$ cat config.mk
export PLATFORM = sky130hd
export DESIGN_NAME = fetch_controller
export DESIGN_NICKNAME = d
export VERILOG_FILES = /design/src/rtl/fetch_controller.sv
export SDC_FILE = /design/constraint.sdc
export NUM_CORES = 1
export LEC_CHECK = 0
export CAP_MARGIN = 5
export CORE_ASPECT_RATIO = 1.75
export CORE_MARGIN = 1
export CORE_UTILIZATION = 48
export CTS_CLUSTER_SIZE = 25
export DETAILED_ROUTE_END_ITERATION = 8
export PLACE_DENSITY = 0.79
export SYNTH_ARGS = -nofsm -noshare
export SYNTH_HDL_FRONTEND = slang
export SYNTH_SLANG_ARGS = --single-unit
$ cat constraint.sdc
create_clock -name clock -period 3.2 [get_ports clock]
set_clock_uncertainty 0.1 [all_clocks]
set_input_delay 0.8 -clock clock [delete_from_list [all_inputs] [get_ports clock]]
set_output_delay 0.8 -clock clock [all_outputs]
set_load 0.1 [all_outputs]
$ cat src/rtl/fetch_controller.sv
// fetch_controller
//   Sequencing controller for the instruction-fetch stage of the 16-bit
//   pipelined RISC core. It drives the PC select mux and the PC write enable,
//   handshakes with instruction memory, applies load-use stalls and
//   taken-branch redirects, and controls the IF/ID pipeline register. It also
//   counts stall and flush events for debug.
//
// Ports
//   clock            system clock, rising edge
//   reset            asynchronous active-low reset
//   load_use_hazard  decode requests a one-cycle fetch stall
//   branch_taken     execute resolved a taken branch/jump (single-cycle pulse)
//   branch_target    redirect address, valid with branch_taken
//   halt             halt instruction decoded
//   imem_ready       instruction memory returns data for the current request
//   imem_req         fetch request to instruction memory (address = PC)
//   pc_write         PC register enable
//   pc_mux_control   0 = PC+2 adder, 1 = pc_target
//   pc_target        redirect address into the PC mux second input
//   if_id_write      IF/ID register load enable
//   if_id_flush      IF/ID register clear (inserts a bubble)
//   halted           controller is in HALTED
//   stall_count      saturating count of stall cycles
//   flush_count      saturating count of flushes
module fetch_controller #(
    parameter int unsigned ADDR_W      = 16,
    parameter int unsigned BOOT_CYCLES = 4,
    parameter int unsigned CNT_W       = 8
) (
    input  logic              clock,
    input  logic              reset,
    input  logic              load_use_hazard,
    input  logic              branch_taken,
    input  logic [ADDR_W-1:0] branch_target,
    input  logic              halt,
    input  logic              imem_ready,
    output logic              imem_req,
    output logic              pc_write,
    output logic              pc_mux_control,
    output logic [ADDR_W-1:0] pc_target,
    output logic              if_id_write,
    output logic              if_id_flush,
    output logic              halted,
    output logic [CNT_W-1:0]  stall_count,
    output logic [CNT_W-1:0]  flush_count
);

    typedef enum logic [1:0] {
        S_BOOT,
        S_FETCH,
        S_WAIT,
        S_HALTED
    } state_t;

    state_t            state;
    state_t            state_next;
    logic [7:0]        boot_cnt;
    logic              redirect_pending;
    logic              halt_pending;
    logic [ADDR_W-1:0] target_q;

    logic              capture_target;
    logic              redirect_now;
    logic              stall_evt;
    logic              flush_evt;

    always_comb begin
        state_next     = state;
        imem_req       = 1'b0;
        pc_write       = 1'b0;
        pc_mux_control = 1'b0;
        if_id_write    = 1'b0;
        if_id_flush    = 1'b0;
        halted         = 1'b0;
        capture_target = 1'b0;
        redirect_now   = 1'b0;
        stall_evt      = 1'b0;
        flush_evt      = 1'b0;

        case (state)
            S_BOOT: begin
                if (boot_cnt == 8'(BOOT_CYCLES - 1)) begin
                    state_next = S_FETCH;
                end
            end

            S_FETCH: begin
                if (branch_taken) begin
                    if_id_flush    = 1'b1;
                    pc_mux_control = 1'b1;
                    pc_write       = 1'b1;
                    capture_target = 1'b1;
                    flush_evt      = 1'b1;
                end else if (halt) begin
                    state_next = S_HALTED;
                end else if (load_use_hazard) begin
                    stall_evt = 1'b1;
                end else begin
                    imem_req = 1'b1;
                    if (imem_ready) begin
                        pc_write    = 1'b1;
                        if_id_write = 1'b1;
                    end else begin
                        state_next = S_WAIT;
                    end
                end
            end

            S_WAIT: begin
                // The outstanding request stays asserted whatever else happens.
                imem_req = 1'b1;
                // Only the first branch seen while waiting is captured.
                capture_target = branch_taken & ~redirect_pending;
                redirect_now   = redirect_pending | branch_taken;
                if (imem_ready) begin
                    if (redirect_now) begin
                        // Redirect wins over a recorded halt and over a stall.
                        if_id_flush    = 1'b1;
                        pc_mux_control = 1'b1;
                        pc_write       = 1'b1;
                        flush_evt      = 1'b1;
                        state_next     = S_FETCH;
                    end else begin
                        if (load_use_hazard) begin
                            // Returned word is dropped; PC unchanged, so it is refetched.
                            stall_evt = 1'b1;
                        end else begin
                            pc_write    = 1'b1;
                            if_id_write = 1'b1;
                        end
                        state_next = (halt_pending | halt) ? S_HALTED : S_FETCH;
                    end
                end
            end

            S_HALTED: begin
                halted = 1'b1;
            end

            default: begin
                state_next = S_BOOT;
            end
        endcase
    end

    assign pc_target = capture_target ? branch_target : target_q;

    always_ff @(posedge clock or negedge reset) begin
        if (!reset) begin
            state            <= S_BOOT;
            boot_cnt         <= '0;
            redirect_pending <= 1'b0;
            halt_pending     <= 1'b0;
            target_q         <= '0;
            stall_count      <= '0;
            flush_count      <= '0;
        end else begin
            state <= state_next;

            if (state == S_BOOT) begin
                boot_cnt <= boot_cnt + 8'd1;
            end

            if (capture_target) begin
                target_q <= branch_target;
            end

            if (state == S_WAIT) begin
                if (imem_ready) begin
                    redirect_pending <= 1'b0;
                    halt_pending     <= 1'b0;
                end else begin
                    if (branch_taken) redirect_pending <= 1'b1;
                    if (halt)         halt_pending     <= 1'b1;
                end
            end

            if (stall_evt && (stall_count != '1)) begin
                stall_count <= stall_count + 1'b1;
            end
            if (flush_evt && (flush_count != '1)) begin
                flush_count <= flush_count + 1'b1;
            end
        end
    end

endmodule

## Word level (Yosys, flattened, before mapping)

Index checks and enable logic that the tools add are counted.

- Register bits: 44
- Input port bits: 22
- Output and inout bits: 38
- Logic and storage cells: 75

- $add $sub $neg: 3
- Eq/ne operators: 11
- Multiplexer cells: 41
- Bitwise logic cells: 4
- Reduce and logical (&&, ||, !) cells: 9

Operators by type and width:

| kind | count |
|---|---|
| $mux 1 | 25 |
| $add 8x1->8 const B | 3 |
| $mux 16 | 1 |
| $mux 2 | 8 |
| $ne 8x8->1 const B | 2 |
| $pmux 1 s2 | 6 |
| $eq 8x2->1 const B | 1 |
| $ne 2x2->1 const B | 3 |
| $ne 3x3->1 const B | 2 |
| $pmux 2 s3 | 1 |
| $reduce_and 6->1 | 1 |
| $eq 2x2->1 const B | 2 |
| $reduce_and 2->1 | 2 |
| $reduce_bool 2->1 | 2 |
| $reduce_bool 3->1 | 1 |
| $eq 2x1->1 const B | 1 |
| $logic_and 1x1->1 | 2 |
| $logic_not 2->1 | 1 |
| $or 1x1->1 | 2 |
| $and 1x1->1 | 1 |
| $not 1->1 | 1 |

## Depth between registers and ports, before layout

- Depth after elaboration: 5
- Mapped depth: 8
- Mapped depth without buffers: 7

## Least setup slack after synthesis

No wires, ideal clock.

- Path kind: input to output
- Start: input port branch_taken
- End: output port if_id_write
- Arrival time: 5.679 ns
- Data required time: 2.300 ns
- Setup slack: -3.379 ns
- Stages on the path: 2
- Path buffers: 1
- Path through: buf_2 > a2111oi_0

- Word-level cells in the longest chain between the ends: 4

RTL lines:

| what | line | RTL |
|---|---|---|
| from (decl) | 33 | `input logic branch_taken,` |
| $or 1x1->1 | 114 | `redirect_now = redirect_pending \| branch_taken;` |
| $mux 1 | 116 | `if (redirect_now) begin` |
| $mux 1 | 115 | `if (imem_ready) begin` |
| $pmux 1 s2 (*) | 80 | `case (state)` |
| to (decl) | 41 | `output logic if_id_write,` |

Every way passes the cells marked *; elsewhere a longest branch is shown, timed or not.

## Final worst setup path

- Start: input port branch_taken
- End: output port pc_mux_control

- Word-level cells in the longest chain between the ends: 4

RTL lines:

| what | line | RTL |
|---|---|---|
| $or 1x1->1 | 114 |  |
| $mux 1 | 116 |  |
| $mux 1 | 115 |  |
| $pmux 1 s2 (*) | 80 |  |
| to (decl) | 39 | `output logic pc_mux_control,` |

Marks and branches as above.

==> metrics list <==
- The number of nets in the synthesized netlist is 212.
- Setup violations remaining at the end of the flow were counted as 0.
- The worst register-to-register path begins at state[0].
- Post-synthesis sequential element count: 44
- Gr ovfl total: 0
* Initial antenna violation count: 0
- Count of hold buffers inserted by post-cts repair: 0
- Proportion of netlist area held by the largest area contributor: 50.4%
- STA classifies the critical path startpoint as an input port.
- Maximum number of pins on one net before global-route repair: 45
- At the worst endpoint, the arrival time is 2.14 ns.
* Pin slew with the least headroom to its limit: 0.982 ns
* Floorplan row count: 32
- DP HPWL: 3.47 mm
- The min-delay analysis places its worst path in the category flip-flop to flip-flop.
- CP max stage cell: sky130_fd_sc_hd__clkdlybuf4s50_1
- For this run, the top clock speed supported by timing is 329 MHz.
* Placer's final routability congestion estimate: 0.847
- The number of hold-slack violations in the final timing report was 0.
* Mean Syn Cell Area: 12.0 sq um
- Most used DFF post-synth: sky130_fd_sc_hd__dfrtp_1
- Max Cap Viol: 0
- Cell taking the most area after synthesis: sky130_fd_sc_hd__dfrtp_1
- Share of cells above drive strength 1: 33.9%
- At the worst endpoint, the required time is 2.30 ns.
- P&R area growth vs syn: 43.5%
- Post-CTS Setup Repair Bufs: 0
- After synthesis, the cell types taking the most area are sky130_fd_sc_hd__dfrtp_1 50%, sky130_fd_sc_hd__mux2_2 8.2%, sky130_fd_sc_hd__xor2_1 5.2%, sky130_fd_sc_hd__ha_1 4.6%, sky130_fd_sc_hd__mux2_1 2.6%.
* Clock-pin transition on the worst setup and hold timing paths: 0.09 ns
* Relative slew margins: 34.5%
* Max-slew violation count: 0
* H-tree depth: 2
- The first detailed-routing pass took 4 iterations.
* Cell chosen for the clock root: sky130_fd_sc_hd__clkbuf_8
- Die Footprint: 4840 sq um
- After the first detailed-routing iteration, the DRC count stood at 29.
* Utilization after layout: 71.2%
- Synthesis warning total: 0
- Outcome: complete, no violations
- Final Cycle Share: 94.9%
- Unrepaired setup endpoints after global routing: no
- Netlist area before placement: 2180 sq um
- Wirelength, routed: 4.64 mm
- Clock tree from TritonCTS: built
* Setup slack, reg-to-reg: 1.00 ns
* Initial core utilization: 49.6%
- ANT nets after route: 0
- The later pin in the worst-skew pair is clocked with a latency of 0.30 ns.
- 0 antenna diodes ended up in the layout.
- The via count of the first global-routing pass was 1,649.
* Total number of clock tree sinks: 44
- Detailed-route vias per instance: 5.43
* Overall track demand over capacity in global routing: 21.8%
- Following the worst setup path forward leads to its endpoint at pc_mux_control.
* Number of top-level pins: 60
- Critical path's largest stage delay: 0.50 ns
* TritonCTS Buffers: 5
* Crit Path Max Fanout: 10
- The floorplan step set the die width to 53.0 microns.
* Post-layout min period: 3.04 ns
- Area after detailed placement: 3040 sq um
- Seq/Total Area, Yosys: 50.4%
* Reg2reg path depth: 6
* Library cells used by synthesis: 39
* Die Height: 91.2 microns
* First-pass GRT wire length: 7.71 mm
- The critical path is of the input port to output port type.
- For this run, design rule violations remaining after detail routing come to 0.
- Post-synthesis async set-or-reset flop share: 100%
* Cell area after layout: 3130 sq um
* Critical R2R Capture: stall_count[6]
- Ordered list of cells on the worst path: clkdlybuf4s50_1, buf_4, and2_1, o21ai_2, inv_1, buf_12
* Mean routed wirelength per cell: 15.5 microns
- The number of gates resized after CTS was 0.
- Placeable Area: 4400 sq um
* Clock tree buffer depth: 2
- The most critical setup path has its startpoint at branch_taken.
- The net count of the finished layout is 277.
- Port buffering added 59 buffers.
- Critical Path Sink Type: output port
- Count of flip-flops with a built-in enable after synthesis: 0
* Cells after synthesis: 182
* Total number of vias: 1,625
metal layers:
layer  track usage (%)  vias to the layer above  wire length [microns]
li1                  -                      767                      -
met1              24.2                      800                   1730
met2              38.5                       49                   2610
met3              3.85                        9                    169
met4              9.43                        0                    122
met5                 0                        -                      0
layout make-up:
cell class	instances	area, sq um
sequential	44	1100
timing repair buffer	65	811
multi-input combinational	126	1050
inverter	5	18.8
tap	51	63.8
clock inverter	1	7.51
clock buffer	7	86.3
fill	336	1270
sequential cells by signal, summed over array words and instances, names as in the netlist:
signal,flops
boot_cnt,8
halt_pending,1
stall_count,8
target_q,16
flush_count,8
state,2
redirect_pending,1
placed cells by master, fill, tap and decap left out, drive strengths merged:
| cell type | netlist | routed |
|---|---|---|
| dfrtp | 44 | 44 |
| nand2b | 4 | 4 |
| nor4 | 3 | 3 |
| a21oi | 5 | 5 |
| nand3b | 1 | 1 |
| nand4 | 6 | 6 |
| buf | 6 | 45 |
| xor2 | 13 | 13 |
| nand3 | 11 | 11 |
| mux2i | 2 | 2 |
| nand2 | 11 | 11 |
| nor3 | 7 | 7 |
| a21boi | 1 | 1 |
| clkdlybuf4s50 | 0 | 20 |
| and3 | 2 | 2 |
| inv | 5 | 5 |
| and2 | 2 | 2 |
| ha | 8 | 8 |
| o21a | 1 | 1 |
| mux2 | 21 | 21 |
| clkinvlp | 0 | 1 |
| a2111oi | 1 | 1 |
| nor2 | 10 | 10 |
| a211o | 2 | 2 |
| nor4b | 3 | 3 |
| o21ai | 3 | 3 |
| xnor2 | 5 | 5 |
| nor3b | 1 | 1 |
| o211a | 1 | 1 |
| o221ai | 1 | 1 |
| clkbuf | 1 | 7 |
| a31oi | 1 | 1 |
how the worst min path moves through the flow:
stage          cells past startpoint         from           to
4_1_cts                            1  boot_cnt[7]  boot_cnt[7]
3_3_place_gp                       1  boot_cnt[7]  boot_cnt[7]
2_1_floorplan                      1  boot_cnt[7]  boot_cnt[7]
5_1_grt                            1  boot_cnt[7]  boot_cnt[7]
3_5_place_dp                       1  boot_cnt[7]  boot_cnt[7]
6_report                           1  boot_cnt[7]  boot_cnt[7]
cell families (layout without fill, tap and decap cells):
family / count (synthesis) / in the layout / synth area share, %
simple gates: 61 / 61 / 17.9
fa+ha+maj: 8 / 8 / 4.58
compound gates: 16 / 16 / 5.44
xor+xnor: 18 / 18 / 7.22
mux: 23 / 23 / 11.7
flops: 44 / 44 / 50.4
buf+inv: 12 / 78 / 2.75
worst max-delay path: cells and delay by family:
family	cells	cell delay, ns
buffers and inverters	4	1.10
AND/OR/NAND/NOR	1	0.17
AO/OA/AOI/OAI	1	0.07
cell usage after synthesis, types with 2 or more instances:
cell type,number
sky130_fd_sc_hd__nand3_1,10
sky130_fd_sc_hd__mux2i_1,2
sky130_fd_sc_hd__buf_4,3
sky130_fd_sc_hd__buf_2,3
sky130_fd_sc_hd__nand2_1,11
sky130_fd_sc_hd__xnor2_1,5
sky130_fd_sc_hd__a21oi_1,5
sky130_fd_sc_hd__nand2b_1,3
sky130_fd_sc_hd__and2_1,2
sky130_fd_sc_hd__nor4_1,2
sky130_fd_sc_hd__nand4_1,6
sky130_fd_sc_hd__nor2_2,2
sky130_fd_sc_hd__xor2_1,13
sky130_fd_sc_hd__o21ai_0,2
sky130_fd_sc_hd__nor3_2,3
sky130_fd_sc_hd__dfrtp_1,44
sky130_fd_sc_hd__and3_1,2
sky130_fd_sc_hd__nor2_1,8
sky130_fd_sc_hd__nor4b_2,3
sky130_fd_sc_hd__nor3_1,4
sky130_fd_sc_hd__mux2_2,16
sky130_fd_sc_hd__inv_1,5
sky130_fd_sc_hd__ha_1,8
sky130_fd_sc_hd__mux2_1,5
metrics by stage:
step | std cells | setup WS [ns] | setup TNS, ns | hold slack [ns]
final | 299 | 0.163 | 0 | 0.378
after global routing | 299 | 0.0929 | 0 | 0.391
after CTS | 299 | 0.164 | 0 | 0.383
after detailed placement | 291 | 0.171 | 0 | 0.370
after global placement | 291 | 0.186 | 0 | 0.357
after floorplan | 182 | -0.0249 | -0.0249 | 0.343
Power is left out: the tool's default activity adds up to more than one toggle a clock period on the data nets, which glitch-free logic cannot reach.
